===== src/rtl/serial_chunk_adder.sv =====
// Multi-cycle ripple adder: CHUNK bits per clock, LS chunk first.
// Optional signed-overflow output enabled by SERIAL_ADDER_OVF_EN.
module serial_chunk_adder #(
    parameter int WIDTH = 16,
    parameter int CHUNK = 4
) (
    input  logic             clk,
    input  logic             rst_n,
    input  logic             start,
    input  logic [WIDTH-1:0] a,
    input  logic [WIDTH-1:0] b,
    input  logic             cin,
    output logic             busy,
    output logic             done,
    output logic [WIDTH-1:0] sum,
    output logic             cout
`ifdef SERIAL_ADDER_OVF_EN
    ,
    output logic             ovf
`endif
);

    localparam int N  = WIDTH / CHUNK;
    localparam int IW = (N > 1) ? $clog2(N) : 1;

    typedef enum logic [1:0] {
        IDLE,
        RUN,
        DONE
    } state_t;

    state_t state_q, state_d;

    logic             accept;
    logic             last;
    logic [WIDTH-1:0] a_q;
    logic [WIDTH-1:0] b_q;
    logic             carry_q;
    logic [IW-1:0]    idx_q;
    logic [CHUNK-1:0] a_c;
    logic [CHUNK-1:0] b_c;
    logic [CHUNK-1:0] s_c;
    logic [CHUNK:0]   c;

    assign busy = (state_q == RUN);
    assign done = (state_q == DONE);
    assign last = (idx_q == IW'(N - 1));

    assign a_c  = a_q[idx_q*CHUNK +: CHUNK];
    assign b_c  = b_q[idx_q*CHUNK +: CHUNK];
    assign c[0] = carry_q;

    // One full-adder cell per bit of the chunk.
    for (genvar i = 0; i < CHUNK; i++) begin : g_fa
        assign s_c[i]   = a_c[i] ^ b_c[i] ^ c[i];
        assign c[i+1]   = (a_c[i] & b_c[i]) | (c[i] & (a_c[i] ^ b_c[i]));
    end

    always_ff @(posedge clk or negedge rst_n) begin
        if (!rst_n) begin
            state_q <= IDLE;
        end else begin
            state_q <= state_d;
        end
    end

    always_comb begin
        state_d = state_q;
        accept  = 1'b0;
        unique case (state_q)
            IDLE: begin
                if (start) begin
                    accept  = 1'b1;
                    state_d = RUN;
                end
            end
            RUN: begin
                if (last) begin
                    state_d = DONE;
                end
            end
            DONE: begin
                if (start) begin
                    accept  = 1'b1;
                    state_d = RUN;
                end else begin
                    state_d = IDLE;
                end
            end
            default: state_d = IDLE;
        endcase
    end

    always_ff @(posedge clk or negedge rst_n) begin
        if (!rst_n) begin
            a_q     <= '0;
            b_q     <= '0;
            carry_q <= 1'b0;
            idx_q   <= '0;
            sum     <= '0;
            cout    <= 1'b0;
`ifdef SERIAL_ADDER_OVF_EN
            ovf     <= 1'b0;
`endif
        end else if (accept) begin
            a_q     <= a;
            b_q     <= b;
            carry_q <= cin;
            idx_q   <= '0;
            sum     <= '0;
            cout    <= 1'b0;
`ifdef SERIAL_ADDER_OVF_EN
            ovf     <= 1'b0;
`endif
        end else if (state_q == RUN) begin
            sum[idx_q*CHUNK +: CHUNK] <= s_c;
            carry_q <= c[CHUNK];
            idx_q   <= idx_q + IW'(1);
            if (last) begin
                cout <= c[CHUNK];
`ifdef SERIAL_ADDER_OVF_EN
                // c[CHUNK-1] is the carry into the MSB on the last chunk
                ovf  <= c[CHUNK] ^ c[CHUNK-1];
`endif
            end
        end
    end

endmodule


===== config.mk =====
export PLATFORM = sky130hd
export DESIGN_NAME = serial_chunk_adder
export DESIGN_NICKNAME = d
export VERILOG_FILES = /design/src/rtl/serial_chunk_adder.sv
export SDC_FILE = /design/constraint.sdc
export NUM_CORES = 1
export LEC_CHECK = 0
export ABC_AREA = 1
export BUFFER_PORTS_ARGS = -buffer_cell sky130_fd_sc_hd__buf_2
export CAP_MARGIN = 10
export CORE_AREA = 2 2 112 60
export DETAILED_ROUTE_END_ITERATION = 10
export DIE_AREA = 0 0 114 62
export PLACE_DENSITY = 0.69
export SLEW_MARGIN = 20
export SYNTH_ARGS = -nofsm -noshare
export SYNTH_HDL_FRONTEND = slang
export SYNTH_SLANG_ARGS = --single-unit

===== constraint.sdc =====
create_clock -name clk -period 2.7 [get_ports clk]
set_input_delay 0.54 -clock clk [delete_from_list [all_inputs] [get_ports clk]]
set_output_delay 0.54 -clock clk [all_outputs]
set_load 0.02 [all_outputs]

# After elaboration in Yosys (flattened, before gate mapping)
# Cells that the tools add are included.
# word_totals
regBits	54
out_inout_bits	19
elab_cells	60
# classes
addsub	2
eq_ne	5
n_shift	4
n_mux	16
n_bitwise	20
reduce_logical	6
# op_table
operator	n
$neg A4 Y34	1
$shift A4 B34 Y16 const A	1
$shiftx A4 B34 Y16	1
$mux W16	2
$shiftx A16 B5 Y4	2
$bwmux W16	1
$and A1 B1 Y1	8
$mux W1	8
$mux W2	4
$xor A1 B1 Y1	8
$pmux W2 S3	1
$eq A2 B2 Y1 const B	2
$or A1 B1 Y1	4
$reduce_and A2 Y1	2
$reduce_bool A2 Y1	2
$add A2 B1 Y2 const B	1
$eq A2 B1 Y1 const B	1
$logic_not A2 Y1	1
$ne A2 B1 Y1 const B	1
$ne A2 B2 Y1 const B	1
$reduce_or A2 Y1	1

# Longest topological paths before layout
# logic_depth
depth_word	13
depth_mapped	18
mapped_depth_nobuf	17

# Worst setup path before layout
# OpenSTA, ideal clock, no wires.
# synth_timing
path_kind	flip-flop to flip-flop
from	register idx_q[0]
to	register sum[15]
arrival_ns	2.748
path_slack_ns	-0.166
stages_incl_launch_ff	19
path_buffers	1
synth_period_minus_slack_ns	2.866
path_cell_list	dfrtp_1 -> inv_1 -> clkbuf_1 -> nand2_1 -> nand3_1 -> nand2_1 -> fa_1 -> inv_1 -> fa_1 -> inv_1 -> fa_1 -> inv_1 -> fa_1 -> inv_1 -> nor2_1 -> nand2_1 -> inv_1 -> nand3_1 -> nand2_1
# synth_via
elab_chain_cells	13
# synth_lines
item	line	rtl
from (decl)	39	logic [IW-1:0] idx_q;
from (signal assigned)	118	idx_q <= idx_q + IW'(1);
$shiftx A16 B5 Y4 (on tied branches)	49, 50	
$xor A1 B1 Y1	55, 56	
$and A1 B1 Y1	56	assign c[i+1] = (a_c[i] & b_c[i]) | (c[i] & (a_c[i] ^ b_c[i]));
$or A1 B1 Y1	56	
$and A1 B1 Y1	56	
$or A1 B1 Y1	56	
$and A1 B1 Y1	56	
$or A1 B1 Y1	56	
$xor A1 B1 Y1	55	assign s_c[i] = a_c[i] ^ b_c[i] ^ c[i];
$shiftx A4 B34 Y16	116	sum[idx_q*CHUNK +: CHUNK] <= s_c;
$bwmux W16 *	116	
$mux W16 *	115	end else if (state_q == RUN) begin
$mux W16 *	105	end else if (accept) begin
to (signal assigned)	100	sum <= '0;
to (signal assigned)	110	sum <= '0;
to (signal, indexed assignment)	116	
to (decl)	15	output logic [WIDTH-1:0] sum,
# Every way passes the cells marked *; elsewhere a longest branch is shown, timed or not. The select of a mux whose other input is x is not followed.
# A chain may end at the register's enable or synchronous reset.

# Worst setup path after layout
# layout_timing
from	register idx_q[0]
to	register sum[11]
# Same word-level chain as after synthesis.

==> results.toml <==
[route]
ant_nets = 0
wl_per_cell_um = 13.7
drt-initial-drc-count = 141
vias = 2401
wl_mm = 6.75
first_pass_iters = 5
drc = 0
vias_per_cell = 4.89

[synthesis]
synthCells = 346
synth_seq_area_share = 0.511
avgSynthCellArea_um2 = 7.64
synth.cell_area_um2 = 2650
yosys_warnings = 0
synth_cell_types = 20
ys_seq_elements = 54
syn-num-nets = 390

[worst_setup_path]
cp.arrival_ns = 3.04
startpoint_type = "flip-flop"
critical_path.endpoint_type = "flip-flop"
reg2reg_from = "idx_q[0]"
reg2reg_depth = 15
critical_path_class = "flip-flop to flip-flop"
cp.required_ns = 2.94
r2r_end = "sum[11]"
r2r_slack_ns = -0.11
crit_fanout = 6

[clocking]
cts_root_buffer = "clkbuf_16"
holdBufCountCts = 0
clock_latency_ns = 0.29
cts_inserted_buffers = 5
clk_pin_slew_ns = 0.07
clockBufferDepth = 2
cts_tree = "done"
clkSinkCount = 54
htreeDepth = 2

[timing]
tightest_slew_ns = 0.533
slew_headroom = 0.641
finalMaxSlewViolations = 0
worst_hold_slack_ns = 0.161
rsz0062_at_grt = "true"
setup_violations = 4
setup_tns_ns = -0.389
fin_crit_sh = 1.04
hold_viol_final = 0
fin_skew_ns = 0.00514
setup_ws_ns = -0.108
fmax_ghz = 0.356
period_needed_ns = 2.81

[worst_hold_path]
worstHoldPathType = "input pin to asynchronous set/reset pin"

[global_route]
grt_first_pass_wirelength_mm = 10.6
grt_overflow_total = 0
grt_util_all_layers = 0.200
grt_pass1_vias = 2173
antenna_found_initial = 0
grt_max_degree = 44

[flow_run]
max_cap_violations = 0

[placement]
dp_slack_ns = -0.107
post-dp-hpwl_mm = 4.71
port_buffers = 54
gp_congestion = 0.923

[power_and_ir_drop]
power_mw = 4.48
vdd_drop_max_mv = 0.526
power.density_nw_per_um2 = 1350
p_leak_nw = 1.88

[cells_and_area]
diodes = 0
nets = 455
utilization = 0.530
final_layout_size_suffix_gt1_frac = 0.270
area_delta_synth_final_pct = 25.2
fillers = 599

[status]
status = "finished, violations left"
failed_checks = "setup timing"

[die]
ios = 55
core-area_um2 = 6250
initial_utilization = 0.423
fp.dieW_um = 114
rows = 21
die_height_um = 62
dieArea_um2 = 7070
sequential cells by signal (all words and copies together) (netlist names):
signal / flops
b_q: 16
cout: 1
idx_q: 2
a_q: 16
sum: 16
state_q: 2
carry_q: 1
critical path, stage by stage (launching register included):
cell     delay (ns)
dfrtp_2        0.46
buf_6          0.16
buf_4          0.13
o21ai_0        0.24
o22ai_2        0.13
fa_2           0.35
inv_2          0.06
fa_2           0.18
inv_2          0.04
fa_1           0.54
inv_2          0.05
nor2_4         0.12
nand2_2        0.07
nor2_2         0.11
nand2_1        0.05
nand2_1        0.06
where the power goes:
part	switching, mW	internal, mW
combinational	1.53	0.953
sequential	0.249	1.13
clock	0.275	0.340
cells in the mapped netlist:
cell	number	share of area
o21ai_0	13	0.025
nor2_4	1	0.0043
buf_6	1	0.0043
ha_1	4	0.019
buf_2	4	0.0076
clkbuf_1	4	0.0057
nand3_1	20	0.038
nor2_1	27	0.038
buf_4	3	0.0085
nor2_2	1	0.0024
nand2_2	1	0.0024
clkinv_1	1	0.0014
inv_1	18	0.026
fa_1	4	0.030
dfrtp_1	54	0.51
o22ai_1	5	0.012
inv_2	1	0.0014
nand2_1	182	0.26
nand2_4	1	0.0043
buf_1	1	0.0014
logic make-up after synthesis:
logic type | share of synthesized area
and+or+nand+nor | 0.348
DFF | 0.511
buffers and inverters | 0.0558
AOI/OAI and AO/OA | 0.0364
adders and majority gates | 0.0492
cells in the final DEF, fill, tap and decap left out, types with 3 or more instances in the layout:
cell       netlist  routed
nor2_1          27      24
nand3_1         20      15
inv_1           18      13
ha_1             4       4
clkbuf_16        0       5
o21ai_0         13      12
inv_2            1       5
nand3_2          0       5
nor2_4           1       3
nand2_2          1       8
nand2_1        182     174
fa_2             0       3
buf_4            3      13
buf_6            1       3
buf_2            4      54
dfrtp_1         54      52
o22ai_1          5       3
worst max path at each step:
stage | startpoint | to
after floorplan | idx_q[0] | sum[15]
after global placement | idx_q[0] | sum[15]
after detailed placement | idx_q[0] | sum[15]
after CTS | idx_q[0] | sum[7]
after global routing | idx_q[0] | sum[11]
final | idx_q[0] | sum[11]
cell type report:
class	count	area, um^2	area share
clock buffers	7	133	0.0400
inverters	20	78.8	0.0238
multi-input cells	259	1240	0.374
flip-flops and latches	54	1350	0.409
well taps	80	100	0.0302
repair buffers	70	402	0.121
repair inverters	1	7.51	0.00227
through the flow:
stage	cells	area [um^2]
3_5_place_dp	478	3030
5_1_grt	491	3310
3_3_place_gp	478	3030
6_report	491	3310
2_1_floorplan	346	2660
4_1_cts	490	3200
what timing repair did:
action                     in CTS  in global routing
cloned                          1                  0
buffers inserted                4                  1
pin swaps                       0                 12
setup endpoints to repair       4                  4
gates resized for setup         7                 34
metal layers:
| layer | track usage | vias to the layer above | wire length, um |
|---|---|---|---|
| met5 | 0 | - | 0 |
| met4 | 0.0592 | 0 | 76 |
| met3 | 0.0504 | 9 | 517 |
| met2 | 0.266 | 93 | 2530 |
| met1 | 0.314 | 1103 | 3620 |
| li1 | - | 1196 | - |
No activity file was read; power rests on OpenSTA's default activity.
